$ cat config.mk
export PLATFORM = sky130hd
export DESIGN_NAME = player_hit_tracker
export DESIGN_NICKNAME = d
export VERILOG_FILES = /design/src/rtl/hit_pkg.sv /design/src/rtl/aabb_overlap.sv /design/src/rtl/player_hit_tracker.sv
export SDC_FILE = /design/constraint.sdc
export NUM_CORES = 1
export LEC_CHECK = 0
export ABC_AREA = 0
export BUFFER_PORTS_ARGS = -buffer_cell sky130_fd_sc_hd__buf_2
export CAP_MARGIN = 20
export CORE_AREA = 2 2 148 78
export CTS_CLUSTER_DIAMETER = 200
export CTS_CLUSTER_SIZE = 25
export DETAILED_ROUTE_END_ITERATION = 8
export DIE_AREA = 0 0 150 80
export GPL_TIMING_DRIVEN = 0
export PLACE_DENSITY_LB_ADDON = 0.3
export RECOVER_POWER = 50
export SYNTH_ARGS = -nofsm -noshare
export SYNTH_HDL_FRONTEND = slang
export SYNTH_SLANG_ARGS = --single-unit
$ cat constraint.sdc
create_clock -name frame_clk -period 5.4 [get_ports frame_clk]
set_clock_uncertainty 0.2 [all_clocks]
set_input_delay 0.54 -clock frame_clk [delete_from_list [all_inputs] [get_ports frame_clk]]
set_output_delay 0.54 -clock frame_clk [all_outputs]
set_load 0.01 [all_outputs]
$ cat src/rtl/hit_pkg.sv
// -----------------------------------------------------------------------------
// hit_pkg
// Shared definitions for the player hit-tracking blocks.
//   hit_state_e             : player life-cycle state (ALIVE / COOLDOWN / DEAD)
//   DEFAULT_MAX_HEALTH      : health loaded at reset and on respawn
//   DEFAULT_COOLDOWN_FRAMES : invincibility window length in frames
//   DEFAULT_BLINK_FRAMES    : visibility toggle period during the window
//   frames_to_load()        : converts a frame count into a down-counter load value
// -----------------------------------------------------------------------------
package hit_pkg;

  typedef enum logic [1:0] {
    ST_ALIVE    = 2'd0,
    ST_COOLDOWN = 2'd1,
    ST_DEAD     = 2'd2
  } hit_state_e;

  localparam int DEFAULT_MAX_HEALTH      = 3;
  localparam int DEFAULT_COOLDOWN_FRAMES = 60;
  localparam int DEFAULT_BLINK_FRAMES    = 8;

  // A down-counter that expires on zero must be loaded with N-1 to last N frames.
  function automatic logic [7:0] frames_to_load(input int frames);
    return 8'(frames - 1);
  endfunction

endpackage : hit_pkg

$ cat src/rtl/aabb_overlap.sv
// -----------------------------------------------------------------------------
// aabb_overlap
// Purely combinational axis-aligned box overlap test between two squares given
// by centre and half-size. Uses only additions so no unsigned wrap-around from
// subtraction can occur; the sums are evaluated in 11 bits.
// Ports:
//   ax, ay, as : box A centre X/Y and half-size (10 bits each)
//   bx, by, bs : box B centre X/Y and half-size (10 bits each)
//   overlap    : 1 when the boxes touch or intersect (edges inclusive)
// -----------------------------------------------------------------------------
module aabb_overlap (
  input  logic [9:0] ax,
  input  logic [9:0] ay,
  input  logic [9:0] as,
  input  logic [9:0] bx,
  input  logic [9:0] by,
  input  logic [9:0] bs,
  output logic       overlap
);

  logic [10:0] a_reach_x_s;
  logic [10:0] b_reach_x_s;
  logic [10:0] a_reach_y_s;
  logic [10:0] b_reach_y_s;

  // Centre of one box plus both half-sizes must reach the centre of the other,
  // in both directions and on both axes.
  always_comb begin
    a_reach_x_s = {1'b0, ax} + {1'b0, as} + {1'b0, bs};
    b_reach_x_s = {1'b0, bx} + {1'b0, bs} + {1'b0, as};
    a_reach_y_s = {1'b0, ay} + {1'b0, as} + {1'b0, bs};
    b_reach_y_s = {1'b0, by} + {1'b0, bs} + {1'b0, as};
    overlap     = (a_reach_x_s >= {1'b0, bx}) &&
                  (b_reach_x_s >= {1'b0, ax}) &&
                  (a_reach_y_s >= {1'b0, by}) &&
                  (b_reach_y_s >= {1'b0, ay});
  end

endmodule : aabb_overlap

$ cat src/rtl/player_hit_tracker.sv
// -----------------------------------------------------------------------------
// player_hit_tracker
// Tracks hits of the opponent bullet on a player, health, a post-hit
// invincibility window with blinking, death and respawn.
// Parameters:
//   MAX_HEALTH      : health at reset and respawn (1..7)
//   COOLDOWN_FRAMES : invincibility window after a hit or respawn (1..255)
//   BLINK_FRAMES    : visibility toggle period during the window
// Ports:
//   frame_clk                 : frame clock, all logic on its rising edge
//   Reset                     : synchronous active-high reset
//   BulletX/BulletY/BulletS   : opponent bullet centre and half-size
//   bullet_on                 : opponent bullet is live
//   BallX/BallY/BallS         : this player's centre and half-size
//   respawn                   : level request to revive a dead player
//   hit_pulse                 : one-frame strobe per accepted hit
//   bullet_kill               : tells the bullet owner to retire the bullet
//   health                    : remaining health
//   invincible/player_dead    : state is COOLDOWN / DEAD
//   player_visible            : draw enable (blinks during COOLDOWN)
// -----------------------------------------------------------------------------
module player_hit_tracker
  import hit_pkg::*;
#(
  parameter int MAX_HEALTH      = DEFAULT_MAX_HEALTH,
  parameter int COOLDOWN_FRAMES = DEFAULT_COOLDOWN_FRAMES,
  parameter int BLINK_FRAMES    = DEFAULT_BLINK_FRAMES
) (
  input  logic       frame_clk,
  input  logic       Reset,
  input  logic [9:0] BulletX,
  input  logic [9:0] BulletY,
  input  logic [9:0] BulletS,
  input  logic       bullet_on,
  input  logic [9:0] BallX,
  input  logic [9:0] BallY,
  input  logic [9:0] BallS,
  input  logic       respawn,
  output logic       hit_pulse,
  output logic       bullet_kill,
  output logic [2:0] health,
  output logic       invincible,
  output logic       player_dead,
  output logic       player_visible
);

  localparam logic [2:0] HEALTH_FULL = 3'(MAX_HEALTH);
  localparam logic [7:0] CD_LOAD     = frames_to_load(COOLDOWN_FRAMES);
  localparam logic [7:0] BLINK_LOAD  = frames_to_load(BLINK_FRAMES);

  hit_state_e state_q, state_d;
  logic [2:0] health_q, health_d;
  logic       hit_pulse_q, hit_pulse_d;
  logic       armed_q, armed_d;
  logic [7:0] cnt_q, cnt_d;
  logic [7:0] blink_cnt_q, blink_cnt_d;
  logic       phase_q, phase_d;

  logic       overlap_s;
  logic       accept_s;

  aabb_overlap u_overlap (
    .ax      (BulletX),
    .ay      (BulletY),
    .as      (BulletS),
    .bx      (BallX),
    .by      (BallY),
    .bs      (BallS),
    .overlap (overlap_s)
  );

  // Hit acceptance, armed flag and state/health/counter next-state logic.
  always_comb begin
    accept_s    = (state_q == ST_ALIVE) && bullet_on && armed_q && overlap_s;

    state_d     = state_q;
    health_d    = health_q;
    cnt_d       = cnt_q;
    blink_cnt_d = blink_cnt_q;
    phase_d     = phase_q;
    hit_pulse_d = accept_s;

    // Re-arm only once the bullet has gone away, so one flight scores once.
    if (accept_s) begin
      armed_d = 1'b0;
    end else if (!bullet_on) begin
      armed_d = 1'b1;
    end else begin
      armed_d = armed_q;
    end

    case (state_q)
      ST_ALIVE: begin
        if (accept_s) begin
          if (health_q > 3'd1) begin
            state_d     = ST_COOLDOWN;
            health_d    = health_q - 3'd1;
            cnt_d       = CD_LOAD;
            blink_cnt_d = BLINK_LOAD;
            phase_d     = 1'b0;
          end else begin
            state_d     = ST_DEAD;
            health_d    = 3'd0;
            cnt_d       = 8'd0;
            blink_cnt_d = 8'd0;
            phase_d     = 1'b0;
          end
        end else begin
          state_d = ST_ALIVE;
        end
      end

      ST_COOLDOWN: begin
        if (cnt_q == 8'd0) begin
          state_d     = ST_ALIVE;
          blink_cnt_d = 8'd0;
          phase_d     = 1'b0;
        end else begin
          cnt_d = cnt_q - 8'd1;
          if (blink_cnt_q == 8'd0) begin
            blink_cnt_d = BLINK_LOAD;
            phase_d     = ~phase_q;
          end else begin
            blink_cnt_d = blink_cnt_q - 8'd1;
          end
        end
      end

      ST_DEAD: begin
        if (respawn) begin
          state_d     = ST_COOLDOWN;
          health_d    = HEALTH_FULL;
          cnt_d       = CD_LOAD;
          blink_cnt_d = BLINK_LOAD;
          phase_d     = 1'b0;
        end else begin
          state_d = ST_DEAD;
        end
      end

      default: begin
        // Unreachable encoding: fall back to a safe, fully healthy ALIVE.
        state_d     = ST_ALIVE;
        health_d    = HEALTH_FULL;
        cnt_d       = 8'd0;
        blink_cnt_d = 8'd0;
        phase_d     = 1'b0;
      end
    endcase
  end

  // All state flops; synchronous reset wins over every simultaneous event.
  always_ff @(posedge frame_clk) begin
    if (Reset) begin
      state_q     <= ST_ALIVE;
      health_q    <= HEALTH_FULL;
      hit_pulse_q <= 1'b0;
      armed_q     <= 1'b1;
      cnt_q       <= 8'd0;
      blink_cnt_q <= 8'd0;
      phase_q     <= 1'b0;
    end else begin
      state_q     <= state_d;
      health_q    <= health_d;
      hit_pulse_q <= hit_pulse_d;
      armed_q     <= armed_d;
      cnt_q       <= cnt_d;
      blink_cnt_q <= blink_cnt_d;
      phase_q     <= phase_d;
    end
  end

  // Draw enable: steady when alive, blinking during the window, hidden when dead.
  always_comb begin
    case (state_q)
      ST_ALIVE:    player_visible = 1'b1;
      ST_COOLDOWN: player_visible = ~phase_q;
      ST_DEAD:     player_visible = 1'b0;
      default:     player_visible = 1'b0;
    endcase
  end

  assign hit_pulse   = hit_pulse_q;
  assign bullet_kill = hit_pulse_q;
  assign health      = health_q;
  assign invincible  = (state_q == ST_COOLDOWN);
  assign player_dead = (state_q == ST_DEAD);

endmodule : player_hit_tracker

Word level (Yosys, flattened, before mapping)
Cells that the tools add are included.
{"block": "classes", "addsub": 11, "n_lt_le_gt_ge": 5, "eq_ne": 8, "n_mux": 28, "bitwise": 2, "reduce_logical": 13}
{"operator": "8-bit two-way mux", "count": 7}
{"operator": "8-bit one-hot mux with 3 select lines", "count": 2}
{"operator": "10-bit by 10-bit adder with 11-bit output", "count": 4}
{"operator": "11-bit by 10-bit adder with 11-bit output", "count": 4}
{"operator": "11-bit by 10-bit greater-or-equal comparator with 1-bit output", "count": 4}
{"operator": "8-bit zero test", "count": 2}
{"operator": "8-bit by 1-bit subtractor with 8-bit output (second input constant)", "count": 2}
{"operator": "3-bit two-way mux", "count": 4}
{"operator": "3-bit one-hot mux with 3 select lines", "count": 1}
{"operator": "3-bit AND reduction", "count": 3}
{"operator": "2-bit two-way mux", "count": 4}
{"operator": "1-bit logical AND", "count": 6}
{"operator": "1-bit two-way mux", "count": 6}
{"operator": "6-bit two-way mux", "count": 1}
{"operator": "2-bit != test (second input constant)", "count": 3}
{"operator": "2-bit one-hot mux with 3 select lines", "count": 1}
{"operator": "2-bit by 1-bit != test with 1-bit output (second input constant)", "count": 2}
{"operator": "3-bit by 1-bit > comparator with 1-bit output (second input constant)", "count": 1}
{"operator": "3-bit by 1-bit != test with 1-bit output (second input constant)", "count": 1}
{"operator": "1-bit one-hot mux with 3 select lines", "count": 1}
{"operator": "3-bit by 1-bit subtractor with 3-bit output (second input constant)", "count": 1}
{"operator": "2-bit by 1-bit == test with 1-bit output (second input constant)", "count": 1}
{"operator": "2-bit == test (second input constant)", "count": 1}
{"operator": "2-bit zero test", "count": 1}
{"operator": "3 further kinds", "count": 4}
{"block": "word_totals", "register_bits": 24, "in_bits": 64, "output_inout_bits": 8, "elab_cells": 74}

Longest topological paths before layout
Gate-level depths: netlist of the first run.
{"block": "logic_depth", "depth_word": 9, "mapped_depth": 23, "mapped_depth_nobuf": 22}

Modules after synthesis
From an unflattened synthesis of the first run, not the netlist that was laid out.
{"block": "unflattened", "hier_cells": 540, "hier_area_um2": 4626.9}
{"mod": "aabb_overlap", "n_inst": 1, "cells_per_inst": 366, "area_each_um2": 3231.8, "seq_area_each_um2": 0.0}
{"mod": "player_hit_tracker", "n_inst": 1, "cells_per_inst": 174, "area_each_um2": 1395.1, "seq_area_each_um2": 480.5}

Least setup slack after synthesis of the first run
No wires, ideal clock.
{"block": "synth_path", "path_type": "input port to flip-flop", "from": "in BulletS[1]", "to": "reg blink_cnt_q[2]", "setup_ns": 0.121, "t_arrival_ns": 4.140, "required_ns": 5.079, "slack_ns": 0.938, "cell_stages": 23, "n_path_buf": 1, "cell_sequence": "inv_1 > fa_1 > inv_1 > ha_1 > inv_1 > fa_1 > nor2b_1 > o21ai_1 > nand2_1 > a21o_1 > a21o_1 > a21o_1 > a21oi_1 > xnor2_1 > ha_1 > and3_1 > o21ai_0 > a41oi_2 > o311ai_2 > a21oi_4 > nor2b_2 > buf_6 > mux2_4"}
{"block": "synth_via", "elab_chain_len": 9, "word_cells_on_any_way": 16, "classes_between": "add/sub: 6; order compare: 4; eq/ne: 1; reduce/logical: 5"}
{"item": "start, declared", "line_no": "player_hit_tracker.sv:33", "text": "input logic [9:0] BulletS,"}
{"item": "10-bit by 10-bit adder with 11-bit output", "line_no": "aabb_overlap.sv:29", "text": "a_reach_x_s = {1'b0, ax} + {1'b0, as} + {1'b0, bs};"}
{"item": "11-bit by 10-bit adder with 11-bit output", "line_no": "aabb_overlap.sv:29"}
{"item": "11-bit by 10-bit greater-or-equal comparator with 1-bit output", "line_no": "aabb_overlap.sv:33", "text": "overlap = (a_reach_x_s >= {1'b0, bx}) &&"}
{"item": "1-bit logical AND", "line_no": "aabb_overlap.sv:33"}
{"item": "1-bit logical AND", "line_no": "aabb_overlap.sv:34", "text": "(b_reach_x_s >= {1'b0, ax}) &&"}
{"item": "1-bit logical AND (*)", "line_no": "aabb_overlap.sv:35", "text": "(a_reach_y_s >= {1'b0, by}) &&"}
{"item": "1-bit logical AND (*)", "line_no": "player_hit_tracker.sv:74", "text": "accept_s = (state_q == ST_ALIVE) && bullet_on && armed_q && overlap_s;"}
{"item": "2-bit != test (no line) (*)"}
{"item": "2-bit AND reduction (no line) (*)"}
{"item": "end signal, assigned", "line_no": "player_hit_tracker.sv:168", "text": "blink_cnt_q <= blink_cnt_d;"}
{"item": "end, declared", "line_no": "player_hit_tracker.sv:56", "text": "logic [7:0] blink_cnt_q, blink_cnt_d;"}
Every way passes the cells marked *; elsewhere a longest branch is shown, timed or not.
A chain may end at the register's enable or synchronous reset.

Worst setup path in the final report of the first run
Same ends and word-level chain as after synthesis.

==> impl_metrics.toml, run 1 <==
[setup_path]
cp.arrival_ns = 4.85
startpoint_type = "input pin"
rr_worst_depth = 8
worstSetupPathType = "in2reg"
critPathRequiredTime_ns = 5.35
path_max_fanout = 6
end_kind = "flop"

[timing]
period_needed_ns = 4.90
final-setup-viol-count = 0
rsz0062_at_grt = "false"
final_max_slew_viol_count = 0
timing.hold.ws_ns = 0.284
worst_pin_slew_ns = 0.608
fin_tns_setup_ns = 0
hold_viol = 0
max-slew-margin-rel_pct = 59.3
fin_crit_sh_pct = 90.7
fmax_mhz = 204

[logic_synthesis]
postSynthCellCount = 541
synth_warnings = 0
synthFlopType = "dfxtp_1"
synth_edf_count = 0
post-synth-top-count-cell = "ha_1"
syn_avg_cell_area_um2 = 8.65
synthDistinctLibCells = 53
syn_area_um2 = 4680
synth_top_area_share_pct = 21.7
netlist_top_cells_count = "81 x ha_1, 74 x inv_1, 44 x fa_1"
synthArstFlopShare_pct = 0
seq_area_frac_synth_pct = 10.3
ys_seq_elements = 24
ys_top_cells_by_area = "ha_1 22%, fa_1 19%, dfxtp_1 10%, inv_1 5.9%, xnor2_1 4.3%"
synth_top_area_cell = "ha_1"
synth_fp_nets = 730

[outcome]
status = "complete, no violations"

[cells_and_area]
post-route-cell-area_um2 = 5290
multiInputGateArea_um2 = 3850
layout.area.seq_um2 = 480
synthToLayoutAreaGrowth_pct = 13.1
diodes = 0
nFillCells = 1033
fin_util_pct = 49.5
drive_gt1_share_pct = 13.2
fin_cells = 760
fin_nets = 805

[routing]
wire_per_inst_um = 16.3
drt.antenna.violating_nets = 0
wl_um = 12400
first_iter_violations = 286
drt_pass1_iterations = 4
vias = 4051
drcViolationCount = 0
via_per_inst = 5.33

[placement]
gp_congestion = 0.937
hpwl_um = 11000
dp_cells = 756
dpl-instance-area_um2 = 5210
port-buffer-count = 70

[die]
design.die.area_um2 = 12000
rows = 27
coreArea_um2 = 10700
ios = 72
start_util_pct = 43.8
die_h_um = 80
die_x_um = 150

[hold_path]
hold_class = "reg2reg"
holdPathStages = 2

[power_and_ir_drop]
ir_drop_v = 0.000196
leakage_uw = 0.00262
power_density_nw_per_um2 = 322

[cts]
cts-resized-gates = 0
cts-root-buf = "clkbuf_16"
clkSinkCount = 24
ctsHoldBuffers = 0
cts_made_buffers = 3
clk_latency_ns = 0.26
path_clk_slew_ns = 0.07
cts_setup_buffers = 0
htreeDepth = 1
tritoncts = "yes"
ctsLongestPathBuffers = 2

[global_routing]
grt_usage_pct = 21.6
grt_max_degree = 15
grt_antenna_before_repair = 0
grt_pass1_vias = 4168
gr-total-overflow = 0
grt_pass1_wl_um = 20400

[flow_run]
maxCapViolCount = 0
worst max-delay path, stage by stage:
cell	delay, ns
buf_2	0.10
inv_1	0.25
fa_1	0.48
inv_1	0.08
ha_1	0.20
inv_1	0.07
fa_1	0.39
nor2b_1	0.13
o21ai_1	0.08
nand2_1	0.10
a21o_1	0.12
a21o_1	0.14
a21o_1	0.11
a21oi_1	0.07
xnor2_1	0.14
ha_1	0.29
and3_1	0.14
o21ai_0	0.10
a41oi_1	0.38
o311ai_2	0.19
a21oi_4	0.23
nor2b_1	0.09
buf_6	0.14
mux2_4	0.30
path summary, 6_finish.rpt:
path,startpoint,end,slack (ns)
setup / recovery,BulletS[1],blink_cnt_q[2],0.50
hold / removal,blink_cnt_q[1],blink_cnt_q[1],0.28
setup reg to reg,state_q[1],blink_cnt_q[2],2.81
hold reg to reg,blink_cnt_q[1],blink_cnt_q[1],0.28
cell usage in the layout (no fill, tap or decap), types with 13 or more instances in the layout:
cell type and count:
ha_1 81, inv_1 74, buf_2 62, fa_1 44, nand2_1 39, a21oi_1 39
nor2_1 27, dfxtp_1 24, xnor2_1 23, o21ai_0 22, a21o_1 16, clkbuf_1 14
nor2b_1 13
through the flow:
step                      total power, uW  worst slack, ns
after floorplan                      1180            0.938
after global placement               1430            0.396
after detailed placement             1480            0.354
after CTS                            1710            0.616
after global routing                 1880            0.264
final                                1710            0.500
routing by layer:
layer	vias to the layer above	GRT usage, %	part of all wire [%]
met2	124	30.7	39
met5	-	0	0
met3	11	2.86	6.4
li1	2030	-	-
met4	0	2.64	0.86
met1	1886	34.8	54
power breakdown:
group | switching, uW | internal [uW] | total, uW
clock network | 66.2 | 147 | 214
registers | 40.9 | 220 | 261
logic | 693 | 538 | 1230
total | 800 | 905 | 1710
cell families after synthesis:
kind of cell             count (synthesis)  share of synthesized area, %
XOR/XNOR                                34                          6.53
AND/OR/NAND/NOR                        127                          13.5
flip-flops                              24                          10.3
AO/OA/AOI/OAI                          137                          19.9
adder cells (fa/ha/maj)                125                          40.5
multiplexers                            10                          2.25
buffers and inverters                   84                          7.14
final cells by class:
type / instances / area share [%]
Multi-Input combinational cell: 433 / 72.7
Inverter: 75 / 5.32
Buffer: 9 / 0.994
Sequential cell: 24 / 9.08
Tap cell: 145 / 3.43
Timing Repair Buffer: 70 / 6.43
Clock buffer: 3 / 1.42
Clock inverter: 1 / 0.568
state kept, by name, indices dropped and copies added (netlist names):
name         flops
bullet_kill      1
armed_q          1
health           3
phase_q          1
state_q          2
blink_cnt_q      8
cnt_q            8
Power figures use the tool's default switching activity.
==> inputs of run 2 (changes only) <==
Settings changed: CORE_AREA 2 2 148 78 to 2 2 147 77, DIE_AREA 0 0 150 80 to 0 0 149 79, SYNTH_HIERARCHICAL set to 1.
==> impl_metrics.toml, run 2 <==
[outcome]
status = "complete, no violations"

[timing]
final-setup-viol-count = 0
setup_slack_ns = 0.255
max-slew-margin-rel_pct = 49.1
fmax_mhz = 194
fin_crit_sh_pct = 95.3
period_needed_ns = 5.14
worst_pin_slew_ns = 0.762
fin_tns_setup_ns = 0
hold_viol = 0
final_max_slew_viol_count = 0

[cts]
ctsHoldBuffers = 0
clkSinkCount = 24
htreeDepth = 1
ctsLongestPathBuffers = 2
clk_latency_ns = 0.25
cts_made_buffers = 3
path_clk_slew_ns = 0.06
tritoncts = "yes"
cts-root-buf = "clkbuf_16"

[global_routing]
grt_pass1_wl_um = 20800
grt_pass1_vias = 4168
grt_max_degree = 13
grt_usage_pct = 22.5
gr-total-overflow = 0
grt_antenna_before_repair = 0

[power_and_ir_drop]
ir_drop_v = 0.000156
power_density_nw_per_um2 = 343
leakage_uw = 0.00254

[setup_path]
cp.arrival_ns = 5.14
worstSetupPathType = "in2reg"
rr_worst_depth = 7
reg2reg_to = "cnt_q[2]"
end_kind = "flop"
r2r_slack_ns = 2.97
rr_startpoint = "cnt_q[0]"
path_max_fanout = 5
crit_start = "BulletS[1]"
critPathRequiredTime_ns = 5.40
startpoint_type = "input pin"

[routing]
vias = 4267
wirelength_met1_um = 6540
drcViolationCount = 0
top_layer = "met4"
dr_wl_met2_um = 4860
via_per_inst = 5.62
drt.antenna.violating_nets = 0
wire_per_inst_um = 16.8
first_iter_violations = 298
met3_length_um = 1180
wl_um = 12700
drt_pass1_iterations = 6

[logic_synthesis]
syn_avg_cell_area_um2 = 8.57
synth-compound-area-share_pct = 22.6
synth_fp_nets = 728
postSynthCellCount = 540
ys_top_cells_by_area = "ha_1 22%, fa_1 19%, dfxtp_1 10%, inv_1 6.4%, a21oi_1 4.8%"
yosys.area_share.simple_pct = 13.8
synth_top_family_by_area = "adder cells"
netlist_top_cells_count = "80 x ha_1, 79 x inv_1, 44 x a21oi_1, 44 x fa_1, 35 x o21ai_0"
synth_edf_count = 0
synth_warnings = 6
synth.mux.area_fraction_pct = 0
syn_area_um2 = 4630
synthArstFlopShare_pct = 0
synth_top_area_cell = "ha_1"
ys_seq_elements = 24
seq_area_frac_synth_pct = 10.4
synthAdderAreaFrac_pct = 40.7
yosys.area_share.xor_xnor_pct = 5.30
synth_top_area_share_pct = 21.6
post-synth-top-count-cell = "ha_1"
synthFlopType = "dfxtp_1"
synthDistinctLibCells = 65

[flow_run]
maxCapViolCount = 0

[hold_path]
hold_end = "blink_cnt_q[6]"
hold_class = "reg2reg"
holdPathStages = 2
min_from = "blink_cnt_q[6]"

[placement]
dp_slack_ns = -0.221
hpwl_um = 11300
gp_congestion = 0.951
port-buffer-count = 71

[cells_and_area]
synthToLayoutAreaGrowth_pct = 13.2
final_common_cell = "ha_1"
multiInputGateArea_um2 = 3820
nFillCells = 1039
final_cell_mix = "80 x ha_1, 78 x inv_1, 64 x buf_2"
fin_nets = 804
drive_gt1_share_pct = 14.5
layout.area.seq_um2 = 480
diodes = 0

[die]
ios = 72
start_util_pct = 43.6
die_x_um = 149
die_h_um = 79
coreArea_um2 = 10600
design.die.area_um2 = 11800
rows = 27
run 2: cell types whose count changed after synthesis, moves of 8 or more:
cell,previous run,this run
nand2_1,39,23
nor3_1,5,13
xnor2_1,23,15
mux2i_1,9,0
o21ai_1,12,1
o21ai_0,22,35
run 2: per-layer routing:
layer,GRT usage (%),vias to the layer above
met1,36.2,1999
li1,-,2062
met2,31.3,194
met5,0,-
met4,3.81,0
met3,3.28,12
run 2: logic make-up after synthesis:
kind of cell,after synthesis
AOI/OAI and AO/OA,160
DFF,24
and+or+nand+nor,117
xor gates and xnor gates,28
adders and majority gates,124
buffers and inverters,87
run 2: how the worst max path moves through the flow:
stage | to | slack (ns) | cells past startpoint
finish | cnt_q[0] | 0.26 | 26
global route | cnt_q[6] | -0.0001 | 26
floorplan | cnt_q[7] | 0.70 | 25
global placement | cnt_q[3] | -0.17 | 26
detailed placement | cnt_q[3] | -0.22 | 23
CTS | cnt_q[3] | 0.06 | 23
run 2: what timing repair did:
| action | CTS | global route |
|---|---|---|
| resized for setup | 0 | 7 |
| endpoints found under the setup margin | 0 | 15 |
| setup buffers | 0 | 0 |
| endpoints found under the hold margin | 0 | 0 |
run 2: power by group:
part,internal [uW],switching (uW),leakage [uW]
registers,229,63.6,0.000195
clock network,97.9,60.6,0.0000370
logic,570,775,0.00231
total,896,899,0.00254
run 2: area by class of cell:
| type | instances | share of cell area [%] |
|---|---|---|
| inverters | 79 | 5.73 |
| plain buffers | 8 | 0.740 |
| repair buffers | 71 | 6.59 |
| well taps | 145 | 3.46 |
| flip-flops and latches | 24 | 9.17 |
| multi-input cells | 429 | 72.9 |
| clock buffers | 3 | 1.43 |
run 2: critical path, stage by stage:
cell        delay, ns
buf_2            0.10
clkinvlp_4       0.17
fa_1             0.50
inv_1            0.07
ha_1             0.16
inv_1            0.06
fa_1             0.39
nor2b_1          0.13
o21ai_0          0.09
nand2b_1         0.12
a21o_1           0.12
nand2_1          0.06
a21oi_1          0.16
xor2_1           0.09
ha_1             0.28
o21ai_0          0.12
nor2_1           0.13
o2111ai_1        0.11
a21oi_1          0.15
nor3_1           0.08
o311ai_1         0.13
o311a_1          0.27
nand3_1          0.16
o21a_2           0.27
a211oi_1         0.47
a22o_1           0.21
run 2: stage by stage:
| stage | instance area (um2) | util [%] | total power (uW) | hold slack [ns] | cells |
|---|---|---|---|---|---|
| after detailed placement | 5160 | 48.7 | 1590 | 0.270 | 756 |
| after global routing | 5240 | 49.4 | 1970 | 0.282 | 759 |
| after global placement | 5160 | 48.7 | 1540 | 0.261 | 756 |
| after CTS | 5240 | 49.4 | 1770 | 0.280 | 759 |
| after floorplan | 4630 | - | 1240 | 0.243 | 540 |
| final | 5240 | 49.4 | 1800 | 0.276 | 759 |
==> inputs of run 3 (changes only) <==
Settings changed: PLACE_DENSITY_LB_ADDON 0.3 to 0.25.
==> impl_metrics.toml, run 3 (synthesis gave the netlist of run 2 again) <==
[global_routing]
grt_usage_pct = 21.8
grt_antenna_before_repair = 0
grt_pass1_vias = 3927
gr-total-overflow = 0
grt_pass1_wl_um = 20000
grt_max_degree = 14

[routing]
drcViolationCount = 0
via_per_inst = 5.59
vias = 4265
first_iter_violations = 353
wl_um = 12500
wire_per_inst_um = 16.4
drt.antenna.violating_nets = 0
drt_pass1_iterations = 5

[cells_and_area]
drive_gt1_share_pct = 15.7
diodes = 0
nFillCells = 1030
final_common_cell = "ha_1"
layout.area.seq_um2 = 480
fin_nets = 807
multiInputGateArea_um2 = 3820
final_cell_mix = "80 x ha_1, 77 x inv_1, 65 x buf_2"
synthToLayoutAreaGrowth_pct = 14.1

[timing]
period_needed_ns = 5.16
fin_crit_sh_pct = 95.6
hold_viol = 0
max-slew-margin-rel_pct = 46.6
final-setup-viol-count = 0
fin_tns_setup_ns = 0
fmax_mhz = 194
final_max_slew_viol_count = 0
worst_pin_slew_ns = 0.800

[setup_path]
crit_path_frequent_cell = "o21ai_0"
path_max_fanout = 5
critPathTopFamily = "compound AO/OA/AOI/OAI gates"
end_kind = "flop"
slowest_delay_ns = 0.52
cp.arrival_ns = 5.12
startpoint_type = "input pin"
worstSetupPathType = "in2reg"
cp.depth = 26
cp_slowest_cell = "fa_1"
critPathRequiredTime_ns = 5.35
rr_worst_depth = 7
critical_path_buf_inv_count = 4

[die]
design.die.area_um2 = 11800
coreArea_um2 = 10600
die_x_um = 149
die_h_um = 79
rows = 27
ios = 72
start_util_pct = 43.6

[power_and_ir_drop]
seq_power_share_pct = 16.1
power_density_nw_per_um2 = 344
p_comb_share_pct = 74.1
total_power_uw = 1820
ir_drop_v = 0.000155
p_int_uw = 919
sw_frac_of_total_pct = 49.4
leakage_uw = 0.00257
p_sw_uw = 898
p_clk_share_pct = 9.9

[cts]
path_clk_slew_ns = 0.06
ctsLongestPathBuffers = 2
clkSinkCount = 24
cts-root-buf = "clkbuf_16"
clk_latency_ns = 0.26
cts_made_buffers = 3
tritoncts = "yes"
htreeDepth = 1

[placement]
port-buffer-count = 71
hpwl_um = 11100
gp_congestion = 0.892

[outcome]
status = "complete, no violations"

[flow_run]
maxCapViolCount = 0

[hold_path]
hold_class = "in2reg"
holdPathStages = 2
==> run 3: cell count changes in the layout (fill, tap and decap cells not counted), sizes merged <==
cell / change
buf: +4
==> run 3: worst paths after layout <==
path / from / endpoint / slack, ns
setup / recovery: BulletS[1] / cnt_q[3] / 0.24
hold / removal: bullet_on / armed_q / 0.28
setup reg to reg: cnt_q[0] / blink_cnt_q[0] / 2.94
hold reg to reg: phase_q / phase_q / 0.28
==> run 3: timing repair <==
item / CTS / global route
setup buffers: 0 / 3
resized for setup: 1 / 10
hold buffers: 0 / 0
endpoints found under the setup margin: 3 / 21
pin swaps: 0 / 2
==> run 3: power groups by stage <==
stage | sequential, uW | clock (uW) | combinational, uW
after floorplan | 281 | 0 | 963
after global placement | 291 | 0 | 1250
after detailed placement | 294 | 0 | 1290
after CTS | 291 | 184 | 1310
after global routing | 300 | 191 | 1510
final | 292 | 179 | 1350
==> run 3: through the flow <==
stage               instance area (um2)  hold slack (ns)  setup WS (ns)  instances  util (%)
floorplan                          4630            0.243          0.704        540         -
global placement                   5160            0.266         -0.216        756      48.7
detailed placement                 5160            0.276         -0.339        756      48.7
CTS                                5250            0.276         0.0882        760      49.5
global route                       5280            0.291        -0.0186        763      49.8
finish                             5280            0.284          0.237        763      49.8
==> run 3: routing by layer <==
metal  track usage (%)  share of wire, %  up-vias
met5                 0                 0        -
li1                  -                 -     2078
met3              4.20               7.8       10
met1              36.2                54     2017
met4              2.57              0.62        0
met2              28.6                37      160
==> run 3: cell type report <==
cell class	count	area share, %
timing repair buffer	74	6.99
sequential	24	9.10
inverter	79	5.69
multi-input combinational	429	72.4
tap	145	3.44
buffer	8	0.734
clock buffer	4	1.68
